==> src/rtl/ps2_pkg.sv <==
// Shared definitions for the PS/2 host receiver: frame FSM encoding,
// default sizing and the odd-parity helper.
package ps2_pkg;

  typedef enum logic [1:0] {
    ST_IDLE   = 2'd0,
    ST_DATA   = 2'd1,
    ST_PARITY = 2'd2,
    ST_STOP   = 2'd3
  } ps2_state_e;

  localparam int FIFO_BITS_DEF = 3;
  localparam int FILT_DEF      = 4;
  localparam int TIMEOUT_DEF   = 20000;

  // 8 data bits plus parity must hold an odd number of ones.
  function automatic logic parity_ok(input logic [8:0] bits);
    return ^bits;
  endfunction

endpackage

==> src/rtl/ps2_line_filter.sv <==
// Two-flop synchroniser followed by a stability filter: a new level is
// accepted only after the synchronised line has held it for FILT cycles.
import ps2_pkg::*;

module ps2_line_filter #(
  parameter int FILT = FILT_DEF
) (
  input  logic clk_sys,
  input  logic reset_n,
  input  logic line_i,
  output logic line_o
);

  localparam int CW = (FILT > 1) ? $clog2(FILT) : 1;
  localparam logic [CW-1:0] CNT_LOAD = CW'(FILT - 1);

  logic          sync1_q, sync2_q;
  logic          filt_q, filt_d;
  logic [CW-1:0] cnt_q, cnt_d;

  always_comb begin
    filt_d = filt_q;
    cnt_d  = CNT_LOAD;
    // Down-count while the line disagrees; terminal count accepts the level.
    if (sync2_q != filt_q) begin
      if (cnt_q == '0) begin
        filt_d = sync2_q;
      end else begin
        cnt_d = cnt_q - 1'b1;
      end
    end
  end

  always_ff @(posedge clk_sys or negedge reset_n) begin
    if (!reset_n) begin
      sync1_q <= 1'b1;
      sync2_q <= 1'b1;
      filt_q  <= 1'b1;
      cnt_q   <= CNT_LOAD;
    end else begin
      sync1_q <= line_i;
      sync2_q <= sync1_q;
      filt_q  <= filt_d;
      cnt_q   <= cnt_d;
    end
  end

  assign line_o = filt_q;

endmodule

==> src/rtl/ps2_host_rx.sv <==
// PS/2 device-to-host receiver: filtered line sampling, frame FSM with
// parity/stop/timeout checks, and a first-word-fall-through byte FIFO.
//
// state     | meaning
// ST_IDLE   | waiting for a start bit (data low on a clock fall)
// ST_DATA   | shifting in 8 data bits, LSB first
// ST_PARITY | capturing the parity bit
// ST_STOP   | checking stop bit and parity, then push or drop
import ps2_pkg::*;

module ps2_host_rx #(
  parameter int FIFO_BITS = FIFO_BITS_DEF,
  parameter int FILT      = FILT_DEF,
  parameter int TIMEOUT   = TIMEOUT_DEF
) (
  input  logic       clk_sys,
  input  logic       reset_n,
  input  logic       ps2_clk,
  input  logic       ps2_data,
  output logic [7:0] rx_byte,
  output logic       rx_valid,
  input  logic       rx_ready,
  output logic       parity_err,
  output logic       frame_err,
  output logic       overflow
);

  localparam int DEPTH = 1 << FIFO_BITS;
  localparam int TW    = $clog2(TIMEOUT + 1);
  localparam logic [TW-1:0] TMO_LAST = TW'(TIMEOUT - 1);

  logic clk_f, dat_f;
  logic clk_prev_q;
  logic sample;

  ps2_line_filter #(.FILT(FILT)) u_clk_filt (
    .clk_sys (clk_sys),
    .reset_n (reset_n),
    .line_i  (ps2_clk),
    .line_o  (clk_f)
  );

  ps2_line_filter #(.FILT(FILT)) u_dat_filt (
    .clk_sys (clk_sys),
    .reset_n (reset_n),
    .line_i  (ps2_data),
    .line_o  (dat_f)
  );

  assign sample = clk_prev_q & ~clk_f;

  ps2_state_e    state_q, state_d;
  logic [7:0]    shift_q, shift_d;
  logic [2:0]    bitcnt_q, bitcnt_d;
  logic          par_q, par_d;
  logic [TW-1:0] tmo_q, tmo_d;
  logic          push_q, push_d;
  logic          perr_q, perr_d;
  logic          ferr_q, ferr_d;

  always_comb begin
    state_d  = state_q;
    shift_d  = shift_q;
    bitcnt_d = bitcnt_q;
    par_d    = par_q;
    tmo_d    = '0;
    push_d   = 1'b0;
    perr_d   = 1'b0;
    ferr_d   = 1'b0;

    if (state_q != ST_IDLE && !sample) begin
      tmo_d = tmo_q + 1'b1;
    end

    case (state_q)
      ST_IDLE: begin
        if (sample && !dat_f) begin
          state_d  = ST_DATA;
          bitcnt_d = '0;
        end
      end
      ST_DATA: begin
        if (sample) begin
          shift_d  = {dat_f, shift_q[7:1]};
          bitcnt_d = bitcnt_q + 3'd1;
          if (bitcnt_q == 3'd7) begin
            state_d = ST_PARITY;
          end
        end
      end
      ST_PARITY: begin
        if (sample) begin
          par_d   = dat_f;
          state_d = ST_STOP;
        end
      end
      ST_STOP: begin
        if (sample) begin
          state_d = ST_IDLE;
          if (!dat_f) begin
            ferr_d = 1'b1;
          end else if (!parity_ok({par_q, shift_q})) begin
            perr_d = 1'b1;
          end else begin
            push_d = 1'b1;
          end
        end
      end
      default: state_d = ST_IDLE;
    endcase

    // Counter at TIMEOUT-1 with no edge means TIMEOUT quiet cycles elapsed.
    if (state_q != ST_IDLE && !sample && tmo_q == TMO_LAST) begin
      state_d = ST_IDLE;
      ferr_d  = 1'b1;
      tmo_d   = '0;
    end
  end

  always_ff @(posedge clk_sys or negedge reset_n) begin
    if (!reset_n) begin
      clk_prev_q <= 1'b1;
      state_q    <= ST_IDLE;
      shift_q    <= '0;
      bitcnt_q   <= '0;
      par_q      <= 1'b0;
      tmo_q      <= '0;
      push_q     <= 1'b0;
      perr_q     <= 1'b0;
      ferr_q     <= 1'b0;
    end else begin
      clk_prev_q <= clk_f;
      state_q    <= state_d;
      shift_q    <= shift_d;
      bitcnt_q   <= bitcnt_d;
      par_q      <= par_d;
      tmo_q      <= tmo_d;
      push_q     <= push_d;
      perr_q     <= perr_d;
      ferr_q     <= ferr_d;
    end
  end

  logic [7:0]         mem_q [DEPTH];
  logic [FIFO_BITS:0] wptr_q, wptr_d;
  logic [FIFO_BITS:0] rptr_q, rptr_d;
  logic               ovf_q, ovf_d;
  logic               empty, full, pop, push_ok;

  assign empty   = (wptr_q == rptr_q);
  assign full    = (wptr_q[FIFO_BITS] != rptr_q[FIFO_BITS]) &&
                   (wptr_q[FIFO_BITS-1:0] == rptr_q[FIFO_BITS-1:0]);
  assign pop     = ~empty & rx_ready;
  // A full FIFO still takes the byte when the head leaves in the same cycle.
  assign push_ok = push_q & (~full | pop);

  always_comb begin
    wptr_d = wptr_q;
    rptr_d = rptr_q;
    ovf_d  = push_q & full & ~pop;
    if (push_ok) wptr_d = wptr_q + 1'b1;
    if (pop)     rptr_d = rptr_q + 1'b1;
  end

  always_ff @(posedge clk_sys or negedge reset_n) begin
    if (!reset_n) begin
      wptr_q <= '0;
      rptr_q <= '0;
      ovf_q  <= 1'b0;
    end else begin
      wptr_q <= wptr_d;
      rptr_q <= rptr_d;
      ovf_q  <= ovf_d;
    end
  end

  always_ff @(posedge clk_sys) begin
    if (push_ok) mem_q[wptr_q[FIFO_BITS-1:0]] <= shift_q;
  end

  assign rx_byte    = mem_q[rptr_q[FIFO_BITS-1:0]];
  assign rx_valid   = ~empty;
  assign parity_err = perr_q;
  assign frame_err  = ferr_q;
  assign overflow   = ovf_q;

endmodule

==> config.mk <==
export PLATFORM = sky130hd
export DESIGN_NAME = ps2_host_rx
export DESIGN_NICKNAME = d
export VERILOG_FILES = /design/src/rtl/ps2_pkg.sv /design/src/rtl/ps2_line_filter.sv /design/src/rtl/ps2_host_rx.sv
export SDC_FILE = /design/constraint.sdc
export NUM_CORES = 1
export LEC_CHECK = 0
export BUFFER_PORTS_ARGS = -buffer_cell sky130_fd_sc_hd__buf_4
export CAP_MARGIN = 20
export CORE_MARGIN = 2
export CORE_UTILIZATION = 30
export CTS_CLUSTER_SIZE = 25
export DETAILED_ROUTE_END_ITERATION = 7
export PLACE_DENSITY_LB_ADDON = 0.08
export SLEW_MARGIN = 20
export SYNTH_ARGS = -nofsm -noshare
export SYNTH_HDL_FRONTEND = slang
export SYNTH_SLANG_ARGS = --single-unit
==> constraint.sdc <==
create_clock -name clk_sys -period 3.7 [get_ports clk_sys]
set_input_delay 0.74 -clock clk_sys [delete_from_list [all_inputs] [get_ports clk_sys]]
set_output_delay 0.74 -clock clk_sys [all_outputs]
set_load 0.01 [all_outputs]
## After elaboration in Yosys (flattened, before gate mapping)

Memory sizes are Yosys's and may differ from the RTL's.
Cells that the tools add are included.

| cells by class | value |
|---|---|
| bitwise operators | 10 |
| equal/unequal tests | 17 |
| muxes and demuxes | 30 |
| $add $sub $neg | 6 |
| reduce and logical (&&, ||, !) cells | 18 |

Operators with widths:

| operator | number |
|---|---|
| 15-bit two-way mux | 2 |
| 2-bit two-way mux | 10 |
| 15-bit by 1-bit adder with 15-bit output, second input constant | 1 |
| 15-bit == test, second input constant | 1 |
| 3-bit != test, second input constant | 5 |
| 1-bit two-way mux | 14 |
| 9-bit XOR reduction | 1 |
| 4-bit by 1-bit adder with 4-bit output, second input constant | 2 |
| 2-bit case mux with 4 select lines | 1 |
| 2-bit AND reduction | 4 |
| 2-bit zero test | 3 |
| 3-bit two-way mux | 2 |
| 3-bit case mux with 2 select lines | 1 |
| 1-bit AND | 5 |
| 5-bit AND reduction | 1 |
| 2-bit == test, second input constant | 2 |
| 4-bit == test | 1 |
| 1-bit logical AND | 4 |
| 2-bit != test, second input constant | 2 |
| 1-bit NOT | 4 |
| 2-bit nonzero test | 2 |
| 2-bit by 1-bit subtractor with 2-bit output, second input constant | 2 |
| 3-bit by 1-bit adder with 3-bit output, second input constant | 1 |
| 3-bit == test | 1 |
| 6 further kinds | 9 |

| word-level totals | value |
|---|---|
| bits of input ports | 5 |
| bits in writable memories | 64 |
| register bits | 52 |
| output and inout bits | 12 |
| memories kept | 1 |

Memories:

| name | words | width | read ports | clocked after Yosys merged registers in | write ports | RTL line | RTL |
|---|---|---|---|---|---|---|---|
| mem_q | 8 | 8 | 1 | 0 | 1 | ps2_host_rx.sv:144 | `logic [7:0] mem_q [DEPTH];` |

## Logic depth before layout (Yosys ltp)

Gate-level depths: netlist of run 1.

| logic depth | value |
|---|---|
| depth in word-level cells | 7 |
| gate-level depth with buffers | 7 |
| gate-level depth less buffers | 7 |

## Hierarchy

A second synthesis of run 1 with hierarchy kept.

| unflattened totals | value |
|---|---|
| cells, all modules | 331 |
| area total of the unflattened synthesis | 5,108.6 µm² |

By module, submodules not included:

| module | cells an instance | seq. area each (µm²) | times used | area an instance (µm²) |
|---|---|---|---|---|
| ps2_host_rx | 307 | 2,974.1 | 1 | 4,743.3 |
| ps2_line_filter | 12 | 131.4 | 2 | 182.7 |

## Worst setup path before layout of run 1

OpenSTA, ideal clock, no wires.

| path | value |
|---|---|
| path kind | reg2out |
| from | register rptr_q[0] |
| to | output port rx_byte[0] |
| slack | 1.435 ns |
| arrival | 1.525 ns |
| path buffers | 2 |
| cell stages (with the launch flop) | 5 |
| data required time | 2.960 ns |
| cell sequence | dfrtp_1 -> buf_6 -> buf_4 -> mux4_2 -> mux2_2 |

| between the ends | value |
|---|---|
| cells in the longest elaborated chain, start to end | 1 |

Ends and longest elaborated chain:

| item | RTL line | RTL |
|---|---|---|
| from (decl) | ps2_host_rx.sv:146 | `logic [FIFO_BITS:0] rptr_q, rptr_d;` |
| from (signal assigned) | ps2_host_rx.sv:172 | `rptr_q <= rptr_d;` |
| memory 8 x 8 bit | n/a |  |
| to (decl) | ps2_host_rx.sv:20 | `output logic [7:0] rx_byte,` |

No other way between the ends.

## Final worst setup path of run 1

| path | value |
|---|---|
| from | register rptr_q[1] |
| to | output port rx_byte[3] |

The elaborated chain is that of the path after synthesis.

==> run_results.csv, run 1 <==
group,metric,value,unit
cells_and_area,area_growth,20.26,%
timing,slew_headroom,38.85,%
cells_and_area,nets,363,
global_routing,antenna_found_initial,0,
timing,fmax,338.1,MHz
critical_path,cp_data_required_time,2960,ps
global_routing,grt_first_pass_wirelength,15.24,mm
power_and_ir_drop,powerDensity,731.0,nW/um^2
cells_and_area,insertedDiodeCount,0,
timing,maxSlewViolCount,0,
cts,clock_path_buffers,2,
global_routing,grt_max_degree,53,
drt,drt_wl_total,9.248,mm
timing,fin_crit_sh,79.93,%
synthesis,yosysWarningCount,0,
synthesis,synth_area_leader_cell,"edfxtp_1",
outcome,outcome,"complete, no violations",
synthesis,syn_nets,328,
timing,rsz0062_at_grt,"no",
critical_path,worst_setup_path_start_kind,"flop",
synthesis,ys_seq_area_share,66.10,%
placed_design,numPortBuffers,16,
floorplanning,core_area,15940,sq um
cts,cts_resized,0,
worst_hold_path,worstHoldPathType,"reg2reg",
power_and_ir_drop,peakVddDrop,0.3407,mV
floorplanning,initial_core_util,30.72,%
synthesis,postSynthCellCount,312,
placed_design,hpwl,5.731,mm
cells_and_area,n_fill_cell,1558,
global_routing,track_usage,11.75,%
synthesis,syn_area,4897,sq um
timing,clock_skew,6.020,ps
global_routing,grt_pass1_vias,2722,
cts,cts_max_level,4,
cells_and_area,layout_commonest_cell,"edfxtp_1",
cells_and_area,drive_gt1_share,28.33,%
timing,setup_tns,0,ps
timing,finalHoldViolCount,0,
synthesis,ys_types,42,
placed_design,place_congestion,0.7278,
cts,cts-root-buf,"clkbuf_16",
critical_path,worstSetupEndpointType,"output pin",
floorplanning,die_area,17360,sq um
drt,wl_per_cell,16.06,um
global_routing,overflow,0,
critical_path,critPathKind,"reg2out",
power_and_ir_drop,power_leakage,2.252,nW
cts,cts_tree,"built",
cts,postCtsHoldBufs,0,
cells_and_area,multi_input_area,1567,sq um
drt,drt_iter0_drc,98,
cts,cts_setup_buffers,0,
cts,insertion_delay,410,ps
critical_path,cp_max_fo,20,
cts,clk_pin_slew,50,ps
drt,vias,2578,
floorplanning,rows,46,
drt,ant_nets,0,
synthesis,yosysTopAreaCellShare,39.24,%
cts,cts_buffers,17,
cells_and_area,layout_common_cells,"edfxtp_1 (64), dfrtp_1 (41), buf_4 (27)",
drt,first_pass_iters,4,
floorplanning,io-pin-count,17,
run,maxCapViolCount,0,
cts,clock-sinks,116,
synthesis,ys_ff_latch,116,
drt,drcViolationCount,0,
critical_path,crit_arrival,2220,ps
floorplanning,die_x,131.8,um
timing,setup_viol,0,
cells_and_area,post-route-util,36.94,%
cells_and_area,regArea,3237,sq um
synthesis,avgSynthCellArea,15.70,sq um
floorplanning,die_y,131.8,um
synthesis,synth.area.top_cells,"edfxtp_1 (39%), dfrtp_1 (21%), mux4_2 (7.4%), dfstp_2 (5.9%), xor2_1 (3.0%)",
drt,vias_per_cell,4.476,
timing,worstMarginPinSlew,917.2,ps
timing,fin_crit,2957,ps
==> synth_stat cells, drive strengths merged <==
| cell | number |
|---|---|
| and2 | 2 |
| ha | 11 |
| nor2b | 2 |
| nor2 | 26 |
| nor3b | 1 |
| dfstp | 11 |
| a21o | 1 |
| a211oi | 1 |
| xor2 | 17 |
| o21a | 1 |
| nand3b | 3 |
| nor3 | 4 |
| xnor2 | 16 |
| nand3 | 13 |
| nand2 | 12 |
| or3 | 1 |
| and3 | 5 |
| mux2 | 23 |
| clkbuf | 5 |
| nor4 | 1 |
| nand4 | 3 |
| edfxtp | 64 |
| o311ai | 1 |
| a22o | 1 |
| and4 | 3 |
| dfrtp | 41 |
| buf | 6 |
| nand2b | 3 |
| o21ai | 4 |
| o221ai | 1 |
| a21oi | 2 |
| inv | 8 |
| o2bb2ai | 1 |
| nor4bb | 1 |
| a32o | 1 |
| mux4 | 16 |
==> metrics by stage <==
step / setup slack, ps / hold WS, ps / area, sq um / total power, mW / cells
6_report: 742.5 / 354.0 / 5889 / 4.305 / 576
5_1_grt: 607.8 / 358.4 / 5889 / 4.555 / 576
4_1_cts: 696.2 / 355.2 / 5889 / 4.380 / 576
3_5_place_dp: 1137 / 347.2 / 5306 / 2.761 / 544
3_3_place_gp: 1145 / 347.0 / 5306 / 2.757 / 544
2_1_floorplan: 1435 / 345.2 / 4897 / 2.475 / 312
==> area by class of cell <==
cell class	instances	area share [%]
flip-flops and latches	116	54.96
multi-input cells	177	26.60
clock buffers	17	7.223
well taps	216	4.589
repair buffers	27	3.442
clock inverters	15	2.677
inverters	8	0.5099
==> kinds of logic (layout without fill, tap and decap cells) <==
family	after synthesis	after routing	synth area share [%]
buf+inv	19	67	1.916
flops	116	116	66.10
fa+ha+maj	11	11	2.810
simple gates	80	80	8.329
xor+xnor	33	33	6.055
compound gates	14	14	2.146
mux	39	39	12.65
==> report_power, final <==
group	switching [mW]	internal [mW]
clock network	0.601	0.994
logic	0.470	0.499
registers	0.190	1.55
==> sequential cells by signal, indices dropped and copies added (netlist names), 2 cells and up <==
register          flops
mem_q                64
tmo_q                15
shift_q               8
rptr_q                4
wptr_q                4
bitcnt_q              3
state_q               2
u_clk_filt.cnt_q      2
u_dat_filt.cnt_q      2
==> final timing paths <==
check / cells past startpoint / to / slack (ps) / startpoint
max in group asynchronous: 1 / shift_q[4]$_DFFE_PN0P_ / 2870 / reset_n
min in group asynchronous: 1 / tmo_q[10]$_DFF_PN0_ / 370 / reset_n
worst max-delay path: 3 / rx_byte[3] / 740 / rptr_q[1]$_DFFE_PN0P_
worst min-delay path: 0 / u_dat_filt.sync2_q$_DFF_PN1_ / 350 / u_dat_filt.sync1_q$_DFF_PN1_
worst min register to register: 0 / u_dat_filt.sync2_q$_DFF_PN1_ / 350 / u_dat_filt.sync1_q$_DFF_PN1_
worst max register to register: 6 / mem_q[6][0]$_DFFE_PP_ / 1300 / rptr_q[1]$_DFFE_PN0P_
==> critical path, stage by stage, from the launching register on <==
cell     delay (ps)
dfrtp_1         940
mux4_2          410
mux2_2          300
buf_4           150
==> routing by layer <==
| metal | up-vias | GRT usage [%] | routed length, um |
|---|---|---|---|
| met5 | - | 0 | 0 |
| met4 | 0 | 5.797 | 202 |
| met3 | 16 | 3.537 | 279 |
| met2 | 36 | 18.99 | 4584 |
| met1 | 1304 | 14.40 | 4183 |
| li1 | 1222 | - | - |
(Power assumes the default switching activity.)
==> inputs of run 2 (changes only) <==
==> constraint.sdc (replaced) <==
create_clock -name clk_sys -period 2.7 [get_ports clk_sys]
set_input_delay 0.54 -clock clk_sys [delete_from_list [all_inputs] [get_ports clk_sys]]
set_output_delay 0.54 -clock clk_sys [all_outputs]
set_load 0.01 [all_outputs]
==> run 2 against run 1 <==
Compared with the run above:
- clock power up 45%
- global-route usage down 0.32 points
- worst hold slack worse by 190 ps
- non-clock buffer count down 3
- sequential cell count unchanged
- via count down 1.2%
- first-iteration DRC count up 16%
- register-to-register slack worse by 900 ps
- utilization up 0.21 points
==> run_results.csv, run 2 (same netlist as run 1, synthesis figures left out) <==
group,metric,value,unit
outcome,outcome,"complete, no violations",
global_routing,track_usage,11.43,%
cts,insertion_delay,410,ps
cells_and_area,final_cells,573,
cts,clock_path_buffers,2,
critical_path,worst_setup_path_start_kind,"flop",
critical_path,r2r_end,"mem_q[4][0]$_DFFE_PP_",
power_and_ir_drop,powerDensity,1025,nW/um^2
critical_path,reg2reg_depth,5,
floorplanning,die_x,131.8,um
floorplanning,initial_core_util,30.72,%
critical_path,crit_arrival,2020,ps
cells_and_area,area_growth,20.95,%
global_routing,grt_pass1_vias,2715,
floorplanning,die_area,17360,sq um
timing,finalHoldViolCount,0,
critical_path,cp_data_required_time,2160,ps
placed_design,hpwl,5.661,mm
cts,clk_pin_slew,50,ps
critical_path,cp_max_fo,17,
cells_and_area,drive_gt1_share,28.29,%
cts,cts_max_level,4,
timing,setup_viol,0,
cells_and_area,layout_commonest_cell,"edfxtp_1",
timing,maxSlewViolCount,0,
cells_and_area,insertedDiodeCount,0,
critical_path,reg2reg_from,"rptr_q[3]$_DFFE_PN0P_",
drt,drt_iter0_drc,114,
timing,rsz0062_at_grt,"no",
cts,cts_tree,"built",
drt,vias_per_cell,4.443,
placed_design,numPortBuffers,16,
cts,cts-root-buf,"clkbuf_16",
floorplanning,io-pin-count,17,
drt,first_pass_iters,4,
drt,ant_nets,0,
cts,cts_resized,3,
drt,vias,2546,
timing,slew_headroom,34.29,%
global_routing,grt_max_degree,53,
cells_and_area,n_fill_cell,1533,
floorplanning,core_area,15940,sq um
critical_path,reg2reg_slack,400,ps
cts,postCtsHoldBufs,0,
timing,fin_crit_sh,94.71,%
run,maxCapViolCount,0,
timing,fin_crit,2557,ps
power_and_ir_drop,power_leakage,2.253,nW
global_routing,antenna_found_initial,0,
placed_design,placedCellCount,541,
placed_design,place_congestion,0.6623,
timing,setup_tns,0,ps
worst_hold_path,worstHoldPathType,"in2async",
floorplanning,die_y,131.8,um
cells_and_area,largest_reg_flops,64,
critical_path,critPathKind,"reg2out",
global_routing,overflow,0,
cells_and_area,nets,360,
drt,drt_wl_total,8.906,mm
critical_path,worstSetupEndpointType,"output pin",
drt,wl_per_cell,15.54,um
timing,fmax,391.1,MHz
cells_and_area,layout_common_cells,"edfxtp_1 (64), dfrtp_1 (40), nor2_1 (24)",
timing,clock_skew,11.04,ps
cells_and_area,post-route-util,37.15,%
power_and_ir_drop,peakVddDrop,0.3960,mV
timing,worstMarginPinSlew,982.0,ps
cts,cts_buffers,17,
cts,cts_setup_buffers,0,
global_routing,grt_first_pass_wirelength,14.84,mm
drt,drcViolationCount,0,
floorplanning,rows,46,
cts,clock-sinks,116,
## run 2: changes by cell type in the layout (fill, tap and decap cells not counted), sizes merged
cell | before | now
inv | 11 | 8
clkbuf | 17 | 18
bufinv | 2 | 4
buf | 27 | 24
## run 2: worst max-delay path by stage
stage                                      from  cells after the start               endpoint
final                     rptr_q[0]$_DFFE_PN0P_                      4             rx_byte[6]
after detailed placement  rptr_q[0]$_DFFE_PN0P_                      4             rx_byte[6]
after CTS                 rptr_q[0]$_DFFE_PN0P_                      4             rx_byte[6]
after floorplan           rptr_q[0]$_DFFE_PN0P_                      4             rx_byte[0]
after global placement    rptr_q[3]$_DFFE_PN0P_                      4  mem_q[0][6]$_DFFE_PP_
after global routing      rptr_q[0]$_DFFE_PN0P_                      4             rx_byte[6]
## run 2: power by group
group          switching, mW  internal (mW)
clock network          0.783           1.53
registers              0.218           2.13
logic                  0.685          0.723
## run 2: stage by stage
stage	worst slack, ps	area, sq um	power, mW	hold WS [ps]
4_1_cts	29.20	5917	6.180	184.8
6_report	142.9	5923	6.073	166.3
3_5_place_dp	334.5	5289	3.798	347.9
5_1_grt	43.04	5923	6.425	209.7
3_3_place_gp	174.7	5284	3.780	346.3
2_1_floorplan	634.8	4897	3.392	244.4
## run 2: metal layers
metal / vias to the layer above / share of wire [%] / track usage (%) / routed length, um
li1: 1221 / - / - / -
met1: 1280 / 49 / 14.66 / 4395
met2: 33 / 46 / 17.19 / 4090
met3: 12 / 3.0 / 3.768 / 263
met4: 0 / 1.7 / 6.159 / 155
met5: - / 0 / 0 / 0
## run 2: worst max-delay path: stages, from the launching register on
cell	delay, ps
dfrtp_2	440
buf_12	200
mux4_2	530
mux2_2	290
buf_4	140
## run 2: area by class of cell
| type | count | area, sq um | share of cell area [%] |
|---|---|---|---|
| clock buffers | 18 | 429.2 | 7.245 |
| multi-input cells | 177 | 1577 | 26.62 |
| clock inverters | 14 | 186.4 | 3.147 |
| repair buffers | 24 | 192.7 | 3.253 |
| well taps | 216 | 270.3 | 4.563 |
| inverters | 8 | 30.03 | 0.5070 |
| flip-flops and latches | 116 | 3238 | 54.67 |
